===== src/rtl/fpga_pkg.sv =====
// fpga_pkg: shared types for the AXI read arbiter.
// Contents:
//   rd_src_e    read requester id (icache refill, dcache miss, dcache uncached)
//   RD_TAG_W    width of the source tag prepended to ARID/RID
//   RD_TAG_BAD  tag value that maps to no source
//   arb_state_e AR issue FSM states
//   rr_next     round-robin successor over the three sources
package fpga_pkg;
    typedef enum logic [1:0] {
        RD_SRC_ICACHE = 2'd0,
        RD_SRC_DMISS  = 2'd1,
        RD_SRC_DUC    = 2'd2
    } rd_src_e;

    localparam int RD_TAG_W = 2;
    localparam logic [RD_TAG_W-1:0] RD_TAG_BAD = 2'd3;

    typedef enum logic {
        ARB_IDLE,
        ARB_HOLD
    } arb_state_e;

    function automatic logic [1:0] rr_next(input logic [1:0] g);
        return (g == RD_SRC_DUC) ? RD_SRC_ICACHE : g + 2'd1;
    endfunction
endpackage


===== src/rtl/axi_rd_arbiter_rr_arb3.sv =====
// rr_arb3: three-input round-robin arbiter.
// Ports:
//   req_i  requests, one bit per source
//   ptr_i  highest-priority source this round (0..2)
//   gnt_o  one-hot grant, zero when nothing requests
module rr_arb3
    import fpga_pkg::*;
(
    input  logic [2:0] req_i,
    input  logic [1:0] ptr_i,
    output logic [2:0] gnt_o
);
    logic [3:0] req_x;
    logic [1:0] p1, p2, idx;

    // Search order is ptr, ptr+1, ptr+2 (mod 3); req_x pads the unused index 3.
    always_comb begin
        req_x = {1'b0, req_i};
        p1    = rr_next(ptr_i);
        p2    = rr_next(p1);
        idx   = req_x[ptr_i] ? ptr_i : req_x[p1] ? p1 : p2;
        gnt_o = req_x[idx] ? 3'b001 << idx : 3'b000;
    end
endmodule


===== src/rtl/axi_rd_arbiter.sv =====
// axi_rd_arbiter: shares one AXI4 read channel (AR/R) among three requesters
// (src0 icache refill, src1 dcache miss, src2 dcache uncached).
// AR: round-robin grant, request registered and held until the master accepts it,
//     master ARID = {source tag, source id}. Each source may have MAX_OUT reads in flight.
// R:  combinational routing by RID tag; tag 3 beats are accepted and dropped and set bad_tag_o.
// Ports:
//   clk_i, rst_i                      clock, asynchronous active-high reset
//   src_ar_* (valid/ready/addr/len/id) per-source AR request, fields packed 3-wide
//   src_r_valid_o / src_r_ready_i      per-source R handshake
//   src_r_data/id/resp/last_o          shared R payload, RID with tag stripped
//   m_ar_* / m_r_*                     master side AR and R channels, ID width ID_W+2
//   bad_tag_o                          sticky flag: a beat with RID tag 3 arrived
// Optional feature: define AXI_RD_ARB_PERF_EN to add perf_grant_cnt_o (AR handshakes
// per source, 3x32) and perf_stall_cnt_o (cycles AR valid without ready), both wrapping.
module axi_rd_arbiter
    import fpga_pkg::*;
#(
    parameter int ADDR_W  = 64,
    parameter int DATA_W  = 128,
    parameter int ID_W    = 4,
    parameter int MAX_OUT = 4
) (
    input  logic                     clk_i,
    input  logic                     rst_i,
    input  logic [2:0]               src_ar_valid_i,
    output logic [2:0]               src_ar_ready_o,
    input  logic [3*ADDR_W-1:0]      src_ar_addr_i,
    input  logic [3*8-1:0]           src_ar_len_i,
    input  logic [3*ID_W-1:0]        src_ar_id_i,
    output logic [2:0]               src_r_valid_o,
    input  logic [2:0]               src_r_ready_i,
    output logic [DATA_W-1:0]        src_r_data_o,
    output logic [ID_W-1:0]          src_r_id_o,
    output logic [1:0]               src_r_resp_o,
    output logic                     src_r_last_o,
    output logic                     m_ar_valid_o,
    input  logic                     m_ar_ready_i,
    output logic [ADDR_W-1:0]        m_ar_addr_o,
    output logic [7:0]               m_ar_len_o,
    output logic [ID_W+RD_TAG_W-1:0] m_ar_id_o,
    input  logic                     m_r_valid_i,
    output logic                     m_r_ready_o,
    input  logic [DATA_W-1:0]        m_r_data_i,
    input  logic [ID_W+RD_TAG_W-1:0] m_r_id_i,
    input  logic [1:0]               m_r_resp_i,
    input  logic                     m_r_last_i,
    output logic                     bad_tag_o
`ifdef AXI_RD_ARB_PERF_EN
    ,
    output logic [3*32-1:0]          perf_grant_cnt_o,
    output logic [31:0]              perf_stall_cnt_o
`endif
);
    localparam int CNT_W = $clog2(MAX_OUT) + 1;
    typedef logic [CNT_W-1:0] cnt_t;

    arb_state_e        state_q, state_d;
    logic [1:0]        ptr_q, ptr_d, tag_q, tag_d, gnt_idx, r_tag;
    logic [ADDR_W-1:0] addr_q, addr_d;
    logic [7:0]        len_q, len_d;
    logic [ID_W-1:0]   id_q, id_d;
    cnt_t [2:0]        cnt_q, cnt_d;
    logic              bad_tag_q, bad_tag_d;
    logic [2:0]        full, eligible, gnt, inc, dec;
    logic [3:0]        r_ready_x;
    logic              ar_hs, r_last_hs;

    always_comb begin
        for (int s = 0; s < 3; s++) full[s] = cnt_q[s] == cnt_t'(MAX_OUT);
        eligible = src_ar_valid_i & ~full;
    end

    rr_arb3 u_rr (
        .req_i (eligible),
        .ptr_i (ptr_q),
        .gnt_o (gnt)
    );

    assign gnt_idx = {gnt[2], gnt[1]};

    // AR issue FSM: IDLE captures the granted request, HOLD presents it until accepted.
    always_comb begin
        state_d        = state_q;
        ptr_d          = ptr_q;
        tag_d          = tag_q;
        addr_d         = addr_q;
        len_d          = len_q;
        id_d           = id_q;
        m_ar_valid_o   = 1'b0;
        src_ar_ready_o = 3'b000;
        ar_hs          = 1'b0;
        if (state_q == ARB_IDLE) begin
            if (|eligible) begin
                tag_d   = gnt_idx;
                addr_d  = src_ar_addr_i[gnt_idx*ADDR_W +: ADDR_W];
                len_d   = src_ar_len_i[gnt_idx*8 +: 8];
                id_d    = src_ar_id_i[gnt_idx*ID_W +: ID_W];
                state_d = ARB_HOLD;
            end
        end else begin
            m_ar_valid_o = 1'b1;
            if (m_ar_ready_i) begin
                ar_hs          = 1'b1;
                src_ar_ready_o = 3'b001 << tag_q;
                ptr_d          = rr_next(tag_q);
                state_d        = ARB_IDLE;
            end
        end
    end

    assign m_ar_addr_o = addr_q;
    assign m_ar_len_o  = len_q;
    assign m_ar_id_o   = {tag_q, id_q};

    // R routing: the tag selects the requester; index 3 of r_ready_x makes bad-tag beats always ready.
    assign r_tag         = m_r_id_i[ID_W +: RD_TAG_W];
    assign r_ready_x     = {1'b1, src_r_ready_i};
    assign m_r_ready_o   = r_ready_x[r_tag];
    assign src_r_valid_o = (r_tag == RD_TAG_BAD) ? 3'b000 : {2'b00, m_r_valid_i} << r_tag;
    assign src_r_data_o  = m_r_data_i;
    assign src_r_id_o    = m_r_id_i[ID_W-1:0];
    assign src_r_resp_o  = m_r_resp_i;
    assign src_r_last_o  = m_r_last_i;
    assign r_last_hs     = m_r_valid_i & m_r_ready_o & m_r_last_i & (r_tag != RD_TAG_BAD);
    assign bad_tag_d     = bad_tag_q | (m_r_valid_i & (r_tag == RD_TAG_BAD));
    assign bad_tag_o     = bad_tag_q;

    // Outstanding counters: a grant and a final beat on the same source cancel out.
    always_comb begin
        for (int s = 0; s < 3; s++) begin
            inc[s]   = ar_hs & (tag_q == 2'(s));
            dec[s]   = r_last_hs & (r_tag == 2'(s));
            cnt_d[s] = cnt_q[s] + cnt_t'(inc[s]) - cnt_t'(dec[s]);
        end
    end

    always_ff @(posedge clk_i or posedge rst_i) begin
        if (rst_i) begin
            state_q   <= ARB_IDLE;
            ptr_q     <= 2'd0;
            tag_q     <= 2'd0;
            addr_q    <= '0;
            len_q     <= '0;
            id_q      <= '0;
            cnt_q     <= '0;
            bad_tag_q <= 1'b0;
        end else begin
            state_q   <= state_d;
            ptr_q     <= ptr_d;
            tag_q     <= tag_d;
            addr_q    <= addr_d;
            len_q     <= len_d;
            id_q      <= id_d;
            cnt_q     <= cnt_d;
            bad_tag_q <= bad_tag_d;
        end
    end

    for (genvar s = 0; s < 3; s++) begin : g_uflow
        a_no_underflow: assert property (@(posedge clk_i) disable iff (rst_i)
            !(dec[s] && !inc[s] && cnt_q[s] == '0));
    end

`ifdef AXI_RD_ARB_PERF_EN
    logic [2:0][31:0] perf_grant_q, perf_grant_d;
    logic [31:0]      perf_stall_q, perf_stall_d;

    always_comb begin
        for (int s = 0; s < 3; s++) perf_grant_d[s] = perf_grant_q[s] + 32'(inc[s]);
        perf_stall_d = perf_stall_q + 32'(m_ar_valid_o & ~m_ar_ready_i);
    end

    always_ff @(posedge clk_i or posedge rst_i) begin
        if (rst_i) begin
            perf_grant_q <= '0;
            perf_stall_q <= '0;
        end else begin
            perf_grant_q <= perf_grant_d;
            perf_stall_q <= perf_stall_d;
        end
    end

    assign perf_grant_cnt_o = perf_grant_q;
    assign perf_stall_cnt_o = perf_stall_q;
`endif
endmodule


===== config.mk =====
export PLATFORM = sky130hd
export DESIGN_NAME = axi_rd_arbiter
export DESIGN_NICKNAME = d
export VERILOG_FILES = /design/src/rtl/fpga_pkg.sv /design/src/rtl/axi_rd_arbiter_rr_arb3.sv /design/src/rtl/axi_rd_arbiter.sv
export SDC_FILE = /design/constraint.sdc
export NUM_CORES = 1
export LEC_CHECK = 0
export ABC_CLOCK_PERIOD_IN_PS = 4350
export BUFFER_PORTS_ARGS = -buffer_cell sky130_fd_sc_hd__buf_2
export CAP_MARGIN = 20
export CORE_AREA = 2 2 233 235
export DETAILED_ROUTE_END_ITERATION = 8
export DIE_AREA = 0 0 235 237
export GPL_TIMING_DRIVEN = 0
export PLACE_DENSITY = 0.43
export SYNTH_ARGS = -nofsm -noshare
export SYNTH_HDL_FRONTEND = slang
export SYNTH_SLANG_ARGS = --single-unit
export TNS_END_PERCENT = 1

===== constraint.sdc =====
create_clock -name clk_i -period 4.35 [get_ports clk_i]
set_input_delay 0.6525 -clock clk_i [delete_from_list [all_inputs] [get_ports clk_i]]
set_output_delay 0.6525 -clock clk_i [all_outputs]
set_load 0.02 [all_outputs]

== After elaboration in Yosys (flattened, before gate mapping) ==
Cells that the tools add are included.

* Bits in registers: 91
* Output and inout port bits: 222
* Logic and storage cells: 82

* Add/sub/neg operators: 9
* Magnitude comparators: 4
* Equality and inequality tests: 11
* Shifts and indexed selects: 6
* Mux-type cells: 23
* Bitwise gates (word level): 14
* Reduce and logical (&&, ||, !) cells: 5

{| class="wikitable"
|+ Operators with widths
! kind !! count
|-
| 192-bit by 9-bit variable part select with 64-bit output || 1
|-
| 24-bit by 6-bit variable part select with 8-bit output || 1
|-
| 2-bit by 3-bit < comparator with 1-bit output, second input constant || 4
|-
| 3-bit 2-to-1 mux || 4
|-
| 12-bit by 5-bit variable part select with 4-bit output || 1
|-
| 1-bit bitwise AND || 10
|-
| 2-bit == test, second input constant || 5
|-
| 1-bit 2-to-1 mux || 10
|-
| 2-bit 2-to-1 mux || 5
|-
| 3-bit by 1-bit adder with 3-bit output || 3
|-
| 3-bit == test, second input constant || 3
|-
| 3-bit by 1-bit subtractor with 3-bit output || 3
|-
| 1-bit binary-select mux with 2-bit select || 4
|-
| 2-bit by 1-bit adder with 2-bit output, second input constant || 3
|-
| 1-bit by 2-bit << shifter with 3-bit output, first input constant || 2
|-
| 2-bit by 1-bit == test with 1-bit output, second input constant || 2
|-
| 2-bit zero test || 2
|-
| 2-bit AND reduction || 2
|-
| 3-bit bitwise AND || 1
|-
| 3-bit NOT || 1
|-
| 3-bit OR reduction || 1
|-
| 1-bit by 2-bit << shifter with 3-bit output || 1
|-
| 2-bit != test, second input constant || 1
|-
| 1-bit NOT || 1
|-
| 1-bit bitwise OR || 1
|}

== Longest topological paths before layout ==
Gate-level depths: netlist of run 1.

* Depth after elaboration: 11
* Mapped depth: 10
* Mapped depth without buffers: 10

== Cells and area by module ==
From an unflattened synthesis of run 1, not the netlist that was laid out.

* Cell total of the unflattened synthesis: 637
* Area total of the unflattened synthesis: 6374.9 um^2

{| class="wikitable"
|+ By module, submodules not included
! module !! instances !! cells each !! area an instance (um^2) !! sequential area each (um^2)
|-
| axi_rd_arbiter || 1 || 626 || 6308.6 || 2277.2
|-
| rr_arb3 || 1 || 11 || 66.3 || 0.0
|}

== Worst setup path after synthesis of run 1 ==
Ideal clock, no wire load.

* Path kind: input to register
* Start: in m_ar_ready_i
* End: reg cnt_q[5] (netlist bit)
* Library setup time: 0.124 ns
* Arrival time: 2.610 ns
* Data required time: 4.226 ns
* Path slack: 1.616 ns
* Stages: 10
* Path through: nand2_1 -> nor3b_1 -> inv_1 -> ha_1 -> inv_1 -> ha_1 -> inv_1 -> fa_1 -> xnor2_1 -> xnor2_1

{| class="wikitable"
|+ RTL lines
! item !! line !! text
|-
| start, declared || axi_rd_arbiter.sv:37 || <nowiki>input logic m_ar_ready_i,</nowiki>
|-
| end signal, assigned || axi_rd_arbiter.sv:154 || <nowiki>cnt_q <= cnt_d;</nowiki>
|-
| end, declared || axi_rd_arbiter.sv:62 || <nowiki>cnt_t [2:0] cnt_q, cnt_d;</nowiki>
|}

== Final worst setup path of run 1 ==
* Start: reg cnt_q[4] (netlist bit)
* End: reg addr_q[43] (netlist: m_ar_addr_o[43])

* Word-level cells in the longest chain between the ends: 11
* Elaborated cells between the ends (all ways): 16

{| class="wikitable"
|+ RTL lines
! item !! line !! text
|-
| 3-bit == test (*) || axi_rd_arbiter.sv:69 || <nowiki>for (int s = 0; s < 3; s++) full[s] = cnt_q[s] == cnt_t'(MAX_OUT);</nowiki>
|-
| 3-bit NOT (*) || axi_rd_arbiter.sv:70 || <nowiki>eligible = src_ar_valid_i & ~full;</nowiki>
|-
| 3-bit bitwise AND (*) || axi_rd_arbiter.sv:70 ||
|-
| 1-bit binary-select mux with 2-bit select || axi_rd_arbiter_rr_arb3.sv:21 || <nowiki>idx = req_x[ptr_i] ? ptr_i : req_x[p1] ? p1 : p2;</nowiki>
|-
| 1-bit 2-to-1 mux (not written as such) || axi_rd_arbiter_rr_arb3.sv:21 ||
|-
| 2-bit 2-to-1 mux (2 in a row) || axi_rd_arbiter_rr_arb3.sv:21 ||
|-
| 1-bit binary-select mux with 2-bit select || axi_rd_arbiter_rr_arb3.sv:22 || <nowiki>gnt_o = req_x[idx] ? 3'b001 << idx : 3'b000;</nowiki>
|-
| 1-bit 2-to-1 mux (not written as such) || axi_rd_arbiter_rr_arb3.sv:22 ||
|-
| 3-bit 2-to-1 mux || axi_rd_arbiter_rr_arb3.sv:22 ||
|-
| 192-bit by 9-bit variable part select with 64-bit output || axi_rd_arbiter.sv:95 || <nowiki>addr_d = src_ar_addr_i[gnt_idx*ADDR_W +: ADDR_W];</nowiki>
|-
| end signal, assigned || axi_rd_arbiter.sv:151 || <nowiki>addr_q <= addr_d;</nowiki>
|-
| end, declared || axi_rd_arbiter.sv:59 || <nowiki>logic [ADDR_W-1:0] addr_q, addr_d;</nowiki>
|}

Mark *: on every way between the ends. The rest lies on a longest branch, timed or not. The select of a mux whose other input is x is not followed.
A chain may end at the register's enable or synchronous reset.

==> results of run 1 <==
routing by layer:
layer	track usage, %	up-vias
met5	0	-
met4	4.74	4
met3	3.49	40
met2	24.8	410
met1	16.2	4108
li1	-	3958
final timing paths:
| kind | from | to | slack (ns) | depth (start not counted) |
|---|---|---|---|---|
| setup / recovery | cnt_q[4] | m_ar_addr_o[43] | 0.91 | 8 |
| hold / removal | rst_i | m_ar_len_o[5] | 0.25 | 2 |
| setup reg to reg | cnt_q[4] | m_ar_addr_o[43] | 0.91 | 8 |
| hold reg to reg | cnt_q[2] | cnt_q[2] | 0.47 | 1 |
| max in group asynchronous | rst_i | m_ar_addr_o[23] | 3.38 | 3 |
| min in group clk_i | cnt_q[2] | cnt_q[2] | 0.47 | 1 |
sequential cells by signal, summed over array words and instances, names as in the netlist:
| register | flops |
|---|---|
| bad_tag_o | 1 |
| id_q | 4 |
| cnt_q | 9 |
| tag_q | 2 |
| m_ar_addr_o | 64 |
| m_ar_len_o | 8 |
| ptr_q | 2 |
| state_q | 1 |
worst max-delay path, stage by stage, from the launching register on:
cell	delay [ns]
dfrtp_1	0.43
or3b_1	0.47
nand2_1	0.35
a31o_2	0.21
clkbuf_1	0.66
buf_2	0.52
clkbuf_1	0.49
nand2_1	0.12
o221ai_1	0.09
through the flow:
step | std cells | power (mW) | TNS (ns) | cell area, sq um
detailed placement | 2010 | 5.28 | 0 | 10700
floorplan | 851 | 3.84 | 0 | 7520
CTS | 2026 | 6.19 | 0 | 11000
finish | 2030 | 6.05 | 0 | 11000
global route | 2026 | 6.53 | 0 | 11000
global placement | 2009 | 5.24 | -70.03 | 10700
cell usage in the layout, fill, tap and decap left out, types with 6 or more instances in the layout:
cell type	synthesis	final
nor4b_1	75	75
clkbuf_16	0	9
clkbuf_1	72	73
o221ai_1	75	75
ha_1	6	6
inv_1	89	88
and3_1	79	79
xnor2_1	6	6
buf_4	140	140
buf_2	5	467
nor2_1	7	7
nand2_1	89	89
a221oi_1	36	36
a221oi_2	40	40
dfrtp_1	91	91
final cells by class:
| class | instances | area, sq um | area share, % |
|---|---|---|---|
| multi-input cells | 450 | 3510 | 31.8 |
| flip-flops and latches | 91 | 2280 | 20.6 |
| clock buffers | 12 | 256 | 2.33 |
| repair buffers | 463 | 2340 | 21.2 |
| plain buffers | 221 | 1390 | 12.6 |
| clock inverters | 4 | 33.8 | 0.306 |
| inverters | 89 | 339 | 3.07 |
| well taps | 696 | 871 | 7.89 |
| diodes | 4 | 10.0 | 0.0907 |
power groups by stage:
stage	clock, mW	sequential (mW)	combinational (mW)
after floorplan	0	1.88	1.96
after detailed placement	0	1.49	3.79
after global routing	0.936	1.53	4.06
final	0.851	1.48	3.73
after global placement	0	1.49	3.75
after CTS	0.912	1.48	3.80
cell families (layout without fill, tap and decap cells):
group / after synthesis / after routing / share of synthesized area (%)
fa+ha+maj: 9 / 9 / 1.80
buf+inv: 310 / 789 / 23.0
flops: 91 / 91 / 30.3
compound gates: 170 / 170 / 22.7
simple gates: 265 / 265 / 21.5
other cells: 0 / 4 / 0
xor+xnor: 6 / 6 / 0.699
==> out/metrics.cfg, run 1 <==
[worst_setup_path]
crit_type=reg2reg
start_kind=flip-flop
required_ns=4.64
crit_fanout=10
worst_setup_path_end_kind=flip-flop
worstPathArrival_ns=3.74

[grt]
gr-total-overflow=0
grt_max_degree=57
grt_pass1_wl_microns=57400
grt_pass1_vias=8755
antenna_found_initial=8
grt_usage_pct=13.9

[yosys]
yosys.area.top_type_share_pct=30.3
synth_common_cells=buf_4 (140), dfrtp_1 (91), inv_1 (89), nand2_1 (89), and3_1 (79)
synth.largest_area_cell=dfrtp_1
postSynthRegisterBits=91
netlist_instances=851
synthArstFlopShare_pct=100
yosysWarnings=0
syn_nets=1235
avgSynthCellArea_sq_um=8.83
post-synth-top-count-cell=buf_4
yosys.cell_types.count=38
ys.flop_type=dfrtp_1
seq_area_frac_synth_pct=30.3
synth_edf_count=0
syn_area_sq_um=7520
ys_top_cells_by_area=dfrtp_1 (30%), buf_4 (14%), nor4b_1 (8.7%)

[route]
drtPass1Iterations=5
routed_via_density=4.20
drt_wl_total_microns=40300
postRouteAntennaNets=0
wl_met1_microns=16200
route.met2.wl_microns=20500
via_count=8520
initialDrtViolationCount=470
top_layer_used=met5
wl_per_cell_microns=19.8
route.met3.wl_microns=2830
drcViolationCount=0

[flow_run]
max_cap_viol_count=0

[clock_tree]
root_buffer=clkbuf_16
cts_buffer_depth=2
cts_max_level=3
cts.repair.resized=0
tritoncts=built
insertion_delay_ns=0.39
cts_num_sinks=91
hold_buffers=0
cts_buffers=9
post_cts_buffers=0
cts.clk_slew.worst_paths_ns=0.08

[place]
gp_congestion=0.824
pre_cts_ws_ns=0.747
portBuffers=462
dpl.hpwl_microns=31700

[timing]
rsz0062_at_grt=false
relSlewSlack_pct=32.7
layout_worst_path_cycle_share_pct=79.2
whs_ns=0.250
max_freq_ghz=0.290
setup_violations=0
worst_slew_pin_slew_ns=1.01
hold_viol=0
setup_slack_ns=0.905
drv_slew=0
final.setup_skew_ns=0.00930
period_minus_slack_ns=3.44

[final_layout]
syn_to_final_growth_pct=46.8
drive_gt1_share_pct=50.4
finalNetCount=1709
fin_util_pct=20.7
fill_cells=5933

[pwr]
p_per_area_nw_per_um2=549
p_int_mw=2.99
vdd_ir_drop_max_mv=0.161
power_frac_seq_pct=24.4
p_sw_mw=3.07
clkPwrFrac_pct=14.1
p_leak_nw=5.61
combPwrFrac_pct=61.6
swShare_pct=50.7

[die]
io_pins=597
die_x_microns=235
core.rowCount=85
die_h_microns=237
dieArea_sq_um=55700
start_util_pct=14.1
core_sq_um=53300

[worst_hold_path]
hold_class=in2async

[outcome]
status=completed

(Power assumes the default switching activity.)
==> inputs of run 2 (changes only) <==
--- a/config.mk
+++ b/config.mk
@@ -5,14 +5,14 @@
 export SDC_FILE = /design/constraint.sdc
 export NUM_CORES = 1
 export LEC_CHECK = 0
-export ABC_CLOCK_PERIOD_IN_PS = 4350
+export ABC_CLOCK_PERIOD_IN_PS = 2900
 export BUFFER_PORTS_ARGS = -buffer_cell sky130_fd_sc_hd__buf_2
 export CAP_MARGIN = 20
-export CORE_AREA = 2 2 233 235
+export CORE_AREA = 2 2 232 234
 export DETAILED_ROUTE_END_ITERATION = 8
-export DIE_AREA = 0 0 235 237
+export DIE_AREA = 0 0 234 236
 export GPL_TIMING_DRIVEN = 0
-export PLACE_DENSITY = 0.43
+export PLACE_DENSITY = 0.45
 export SYNTH_ARGS = -nofsm -noshare
 export SYNTH_HDL_FRONTEND = slang
 export SYNTH_SLANG_ARGS = --single-unit
==> constraint.sdc (replaced) <==
create_clock -name clk_i -period 2.9 [get_ports clk_i]
set_input_delay 0.435 -clock clk_i [delete_from_list [all_inputs] [get_ports clk_i]]
set_output_delay 0.435 -clock clk_i [all_outputs]
set_load 0.02 [all_outputs]
==> out/metrics.cfg, run 2 (synthesis results as in run 1) <==
[final_layout]
finalNetCount=1711  ; +0.12%
drive_gt1_share_pct=52.3  ; +1.9 points
final_area_sq_um=11200  ; +1.2%
layout_common_cells=buf_2 (464), buf_4 (143), dfrtp_1 (91)
syn_to_final_growth_pct=48.6
final_common_cell=buf_2
largest_reg_flops=64  ; unchanged

[clock_tree]
cts.clk_slew.worst_paths_ns=0.09  ; about the same
tritoncts=built
root_buffer=clkbuf_16
insertion_delay_ns=0.40  ; about the same
hold_buffers=0  ; unchanged
cts_max_level=3  ; unchanged
cts_buffers=9  ; unchanged
cts_buffer_depth=2  ; unchanged
cts_num_sinks=91  ; unchanged

[place]
gp_congestion=0.807  ; -2.1%
dpl_cell_area_sq_um=10800  ; +0.42%
portBuffers=462  ; unchanged
dpl.hpwl_microns=31400  ; -0.76%

[worst_setup_path]
crit_fanout=10  ; unchanged
cp_num_buf_inv=2  ; -1
crit_family=simple AND/OR/NAND/NOR gates
worstPathArrival_ns=3.12  ; -0.62 ns
required_ns=3.19  ; -1.45 ns
crit_type=reg2reg
slowest_stage=nor4b_1
crit_cells=7  ; -1
critPathLaunch=cnt_q[7]
crit_end=m_ar_addr_o[22]
rr_startpoint=cnt_q[7]
rrSetupSlack_ns=0.07  ; -0.83 ns
r2r_end=m_ar_addr_o[22]
critical_path.cell_chain=or3b_1 -> and4b_1 -> buf_2 -> buf_4 -> nor4b_1 -> a221oi_1 -> o221ai_1
cpPeakStageDelay_ns=0.79  ; +0.13 ns
reg2reg_depth=7  ; -1
worst_setup_path_end_kind=flip-flop
start_kind=flip-flop

[timing]
relSlewSlack_pct=40.9  ; +8.2 points
final.setup_skew_ns=0.0184  ; +0.00914 ns
layout_worst_path_cycle_share_pct=97.5  ; +18 points
rsz0062_at_grt=true
hold_viol=0  ; unchanged
max_freq_ghz=0.354  ; +22%
setup_violations=0  ; unchanged
drv_slew=0  ; unchanged
period_minus_slack_ns=2.83  ; -0.618 ns
worst_slew_pin_slew_ns=0.874  ; -0.136 ns

[outcome]
status=completed

[die]
die_x_microns=234  ; -0.43%
io_pins=597  ; unchanged
die_h_microns=236  ; -0.42%
start_util_pct=14.2  ; +0.057 points
core_sq_um=53100  ; -0.40%
dieArea_sq_um=55200  ; -0.85%
core.rowCount=85  ; unchanged

[route]
via_count=8553  ; +0.39%
drtPass1Iterations=4  ; -1
drt_wl_total_microns=39800  ; -1.0%
wl_per_cell_microns=19.6  ; -1.2%
initialDrtViolationCount=334  ; -29%
postRouteAntennaNets=0  ; unchanged
routed_via_density=4.21  ; +0.24%
drcViolationCount=0  ; unchanged

[pwr]
power.total_mw=9.29  ; +53%
p_per_area_nw_per_um2=832  ; +52%
vdd_ir_drop_max_mv=0.271  ; +69%
p_leak_nw=5.71  ; +1.8%

[grt]
grt_pass1_wl_microns=56000  ; -2.4%
gr-total-overflow=0  ; unchanged
grt_pass1_vias=8773  ; +0.21%
grt_max_degree=53  ; -7.0%
antenna_found_initial=9  ; +1
grt_usage_pct=13.9  ; +0.023 points

[flow_run]
max_cap_viol_count=0  ; unchanged

[worst_hold_path]
hold_class=in2async

==> run 2: cell count changes in the layout (fill, tap and decap cells not counted), moves of 3 or more <==
cell / change
buf_8: +3
clkbuf_4: +4
buf_4: +3
clkbuf_2: +15
clkbuf_1: -22
buf_2: -3
==> run 2: cell type report <==
type | count | area [sq um]
timing repair buffer | 466 | 2380
clock buffer | 11 | 253
tap | 696 | 871
inverter | 89 | 339
antenna | 5 | 12.5
buffer | 220 | 1430
sequential | 91 | 2280
clock inverter | 5 | 61.3
fill | 5921 | 41900
multi-input combinational | 450 | 3540
==> run 2: what timing repair did <==
action,in CTS,in global routing
resized for setup,22,15
setup buffers,0,0
setup endpoints to repair,78,40
==> run 2: worst min-delay path by stage <==
stage | start | end | slack [ns]
3_5_place_dp | bad_tag_o | bad_tag_o | 0.46
4_1_cts | rst_i | m_ar_addr_o[62] | 0.03
3_3_place_gp | cnt_q[2] | cnt_q[2] | 0.45
6_report | rst_i | m_ar_addr_o[62] | 0.03
5_1_grt | rst_i | m_ar_addr_o[62] | 0.05
2_1_floorplan | cnt_q[2] | cnt_q[2] | 0.44
==> run 2: metal layers <==
metal / part of all wire (%) / track usage (%)
met5: 0.11 / 0
met4: 1.9 / 5.18
met3: 6.9 / 3.14
met2: 49 / 23.5
met1: 42 / 17.2
==> run 2: metrics by stage <==
stage / util [%] / hold WS [ns] / TNS [ns] / instances / setup WS, ns
2_1_floorplan: - / 0.437 / 0 / 851 / 0.101
3_3_place_gp: 20.2 / 0.452 / -215.39 / 2009 / -1.98
3_5_place_dp: 20.3 / 0.460 / -35.11 / 2013 / -0.754
4_1_cts: 21.0 / 0.0263 / 0 / 2028 / 0.00121
5_1_grt: 21.0 / 0.0541 / -0.188 / 2029 / -0.0461
6_report: 21.0 / 0.0304 / 0 / 2033 / 0.0733
==> run 2: power by group <==
| group | internal, mW | total, mW | leakage (nW) | switching (mW) |
|---|---|---|---|---|
| Clock | 0.720 | 1.35 | 0.156 | 0.633 |
| Combinational | 2.04 | 5.71 | 4.43 | 3.67 |
| Sequential | 1.87 | 2.23 | 1.12 | 0.355 |
==> run 2: worst reg2reg max path, cell delays in order (launching register included) <==
cell	delay (ns)
dfrtp_1	0.38
or3b_1	0.46
and4b_1	0.24
buf_2	0.19
buf_4	0.24
nor4b_1	0.80
a221oi_1	0.20
o221ai_1	0.23
==> inputs of run 3 (changes only) <==
--- a/config.mk
+++ b/config.mk
@@ -7,12 +7,13 @@
 export LEC_CHECK = 0
 export ABC_CLOCK_PERIOD_IN_PS = 2900
 export BUFFER_PORTS_ARGS = -buffer_cell sky130_fd_sc_hd__buf_2
-export CAP_MARGIN = 20
-export CORE_AREA = 2 2 232 234
+export CELL_PAD_IN_SITES_DETAIL_PLACEMENT = 2
+export CELL_PAD_IN_SITES_GLOBAL_PLACEMENT = 2
+export CORE_AREA = 2 2 233 235
 export DETAILED_ROUTE_END_ITERATION = 8
-export DIE_AREA = 0 0 234 236
+export DIE_AREA = 0 0 235 237
 export GPL_TIMING_DRIVEN = 0
-export PLACE_DENSITY = 0.45
+export PLACE_DENSITY = 0.66
 export SYNTH_ARGS = -nofsm -noshare
 export SYNTH_HDL_FRONTEND = slang
 export SYNTH_SLANG_ARGS = --single-unit
==> out/metrics.cfg, run 3 (synthesis results as in run 1) <==
[clock_tree]
insertion_delay_ns=0.39  ; about the same
cts.clk_slew.worst_paths_ns=0.07  ; -0.02 ns
cts_buffer_depth=2  ; unchanged
tritoncts=built
cts_max_level=3  ; unchanged
root_buffer=clkbuf_16
hold_buffers=0  ; unchanged
cts_num_sinks=91  ; unchanged
cts_buffers=9  ; unchanged

[grt]
gr-total-overflow=0  ; unchanged
grt_pass1_vias=9627  ; +9.7%
antenna_found_initial=11  ; +2
grt_max_degree=50  ; -5.7%
grt_pass1_wl_microns=63300  ; +13%
grt_usage_pct=15.1  ; +1.2 points

[flow_run]
max_cap_viol_count=0  ; unchanged

[timing]
final.setup_skew_ns=0.00654  ; -0.0119 ns
tns_ns=0  ; unchanged
drv_slew=0  ; unchanged
layout_worst_path_cycle_share_pct=95.1  ; -2.4 points
hold_viol=0  ; unchanged
max_freq_ghz=0.363  ; +2.5%
rsz0062_at_grt=true
period_minus_slack_ns=2.76  ; -0.0686 ns
setup_slack_ns=0.142  ; +0.0686 ns
setup_violations=0  ; unchanged
relSlewSlack_pct=29.1  ; -12 points
worst_slew_pin_slew_ns=1.06  ; +0.190 ns

[worst_setup_path]
start_kind=flip-flop
crit_fanout=10  ; unchanged
worstPathArrival_ns=3.00  ; -0.12 ns
cp_num_buf_inv=3  ; +1
crit_top_cell=clkbuf_1
required_ns=3.14  ; -0.05 ns
rrSetupSlack_ns=0.14  ; +0.07 ns
worst_setup_path_end_kind=flip-flop
crit_family=simple AND/OR/NAND/NOR gates
cpPeakStageDelay_ns=0.46  ; -0.33 ns
crit_type=reg2reg
slowest_stage=or3b_1
critical_path.cell_chain=or3b_1 -> and4b_1 -> clkbuf_2 -> or2_1 -> clkbuf_1 -> clkbuf_1 -> a221oi_1 -> o221ai_1

[worst_hold_path]
hold_class=in2async

[final_layout]
drive_gt1_share_pct=53.1  ; +0.87 points
finalNetCount=1708  ; -0.18%
final_area_sq_um=11200  ; +0.57%
layout.cells.non_filler=2031  ; -0.098%
final_common_cell=buf_2
layout_common_cells=buf_2 (463), buf_4 (144), dfrtp_1 (91)
largest_reg_flops=64  ; unchanged
syn_to_final_growth_pct=49.4

[route]
routed_via_density=4.27  ; +1.4%
postRouteAntennaNets=0  ; unchanged
initialDrtViolationCount=269  ; -19%
drcViolationCount=0  ; unchanged
drtPass1Iterations=4  ; unchanged
drt_wl_total_microns=43100  ; +8.3%
via_count=8663  ; +1.3%
wl_per_cell_microns=21.2  ; +8.4%

[place]
gp_congestion=0.765  ; -5.2%
dpl.hpwl_microns=34200  ; +8.7%
pre_cts_ws_ns=-0.760  ; -0.00556 ns
dpl.cell_count=2010  ; -0.15%
portBuffers=462  ; unchanged
dpl_cell_area_sq_um=10700  ; -0.44%

[die]
core.rowCount=85  ; unchanged
dieArea_sq_um=55700  ; +0.85%
io_pins=597  ; unchanged
start_util_pct=14.1  ; -0.057 points
die_x_microns=235  ; +0.43%
die_h_microns=237  ; +0.42%
core_sq_um=53300  ; +0.40%

[outcome]
status=completed

[pwr]
p_leak_nw=5.73  ; +0.35%
p_per_area_nw_per_um2=849  ; +2.0%
vdd_ir_drop_max_mv=0.293  ; +8.3%
power.total_mw=9.53  ; +2.6%

==> run 3: cell count changes in the layout (fill, tap and decap cells not counted), sizes merged <==
cell,delta
diode,+1
clkinv,-3
inv,+1
bufinv,+2
buf,-4
clkinvlp,+1
==> run 3: path summary, 6_finish.rpt <==
check | startpoint | to | cells past startpoint
hold reg to reg | bad_tag_o | bad_tag_o | 1
setup / recovery | cnt_q[7] | m_ar_addr_o[6] | 8
max in group asynchronous | rst_i | bad_tag_o | 3
hold / removal | rst_i | m_ar_len_o[4] | 2
setup reg to reg | cnt_q[7] | m_ar_addr_o[6] | 8
min in group clk_i | src_ar_addr_i[156] | m_ar_addr_o[28] | 3
==> run 3: power by group <==
| group | internal (mW) | switching [mW] |
|---|---|---|
| sequential | 1.87 | 0.363 |
| clock | 0.869 | 0.632 |
| combinational | 2.05 | 3.74 |
| total | 4.79 | 4.74 |
==> run 3: layout make-up <==
type	instances	area [sq um]
Sequential cell	91	2280
Timing Repair Buffer	463	2340
Antenna cell	6	15.0
Multi-Input combinational cell	450	3610
Fill cell	6290	42100
Inverter	89	337
Tap cell	696	871
Buffer	220	1430
Clock inverter	6	111
Clock buffer	10	239
==> run 3: metrics by stage <==
step / hold slack, ns / util [%]
CTS: 0.120 / 20.9
floorplan: 0.437 / -
finish: 0.124 / 21.1
detailed placement: 0.453 / 20.1
global placement: 0.455 / 20.1
global route: 0.150 / 21.1
==> run 3: repair_timing <==
action | in CTS | in global routing
pin swaps | 0 | 0
setup endpoints to repair | 78 | 67
gates resized for setup | 28 | 19
buffers inserted | 0 | 0
==> run 3: metal layers <==
| metal | wire (microns) | track usage, % | vias up | share of wire [%] |
|---|---|---|---|---|
| li1 | - | - | 3952 | - |
| met1 | 17700 | 17.9 | 4350 | 41 |
| met2 | 22400 | 27.1 | 315 | 52 |
| met3 | 2460 | 3.65 | 36 | 5.7 |
| met4 | 481 | 3.95 | 10 | 1.1 |
| met5 | 72 | 0 | - | 0.17 |
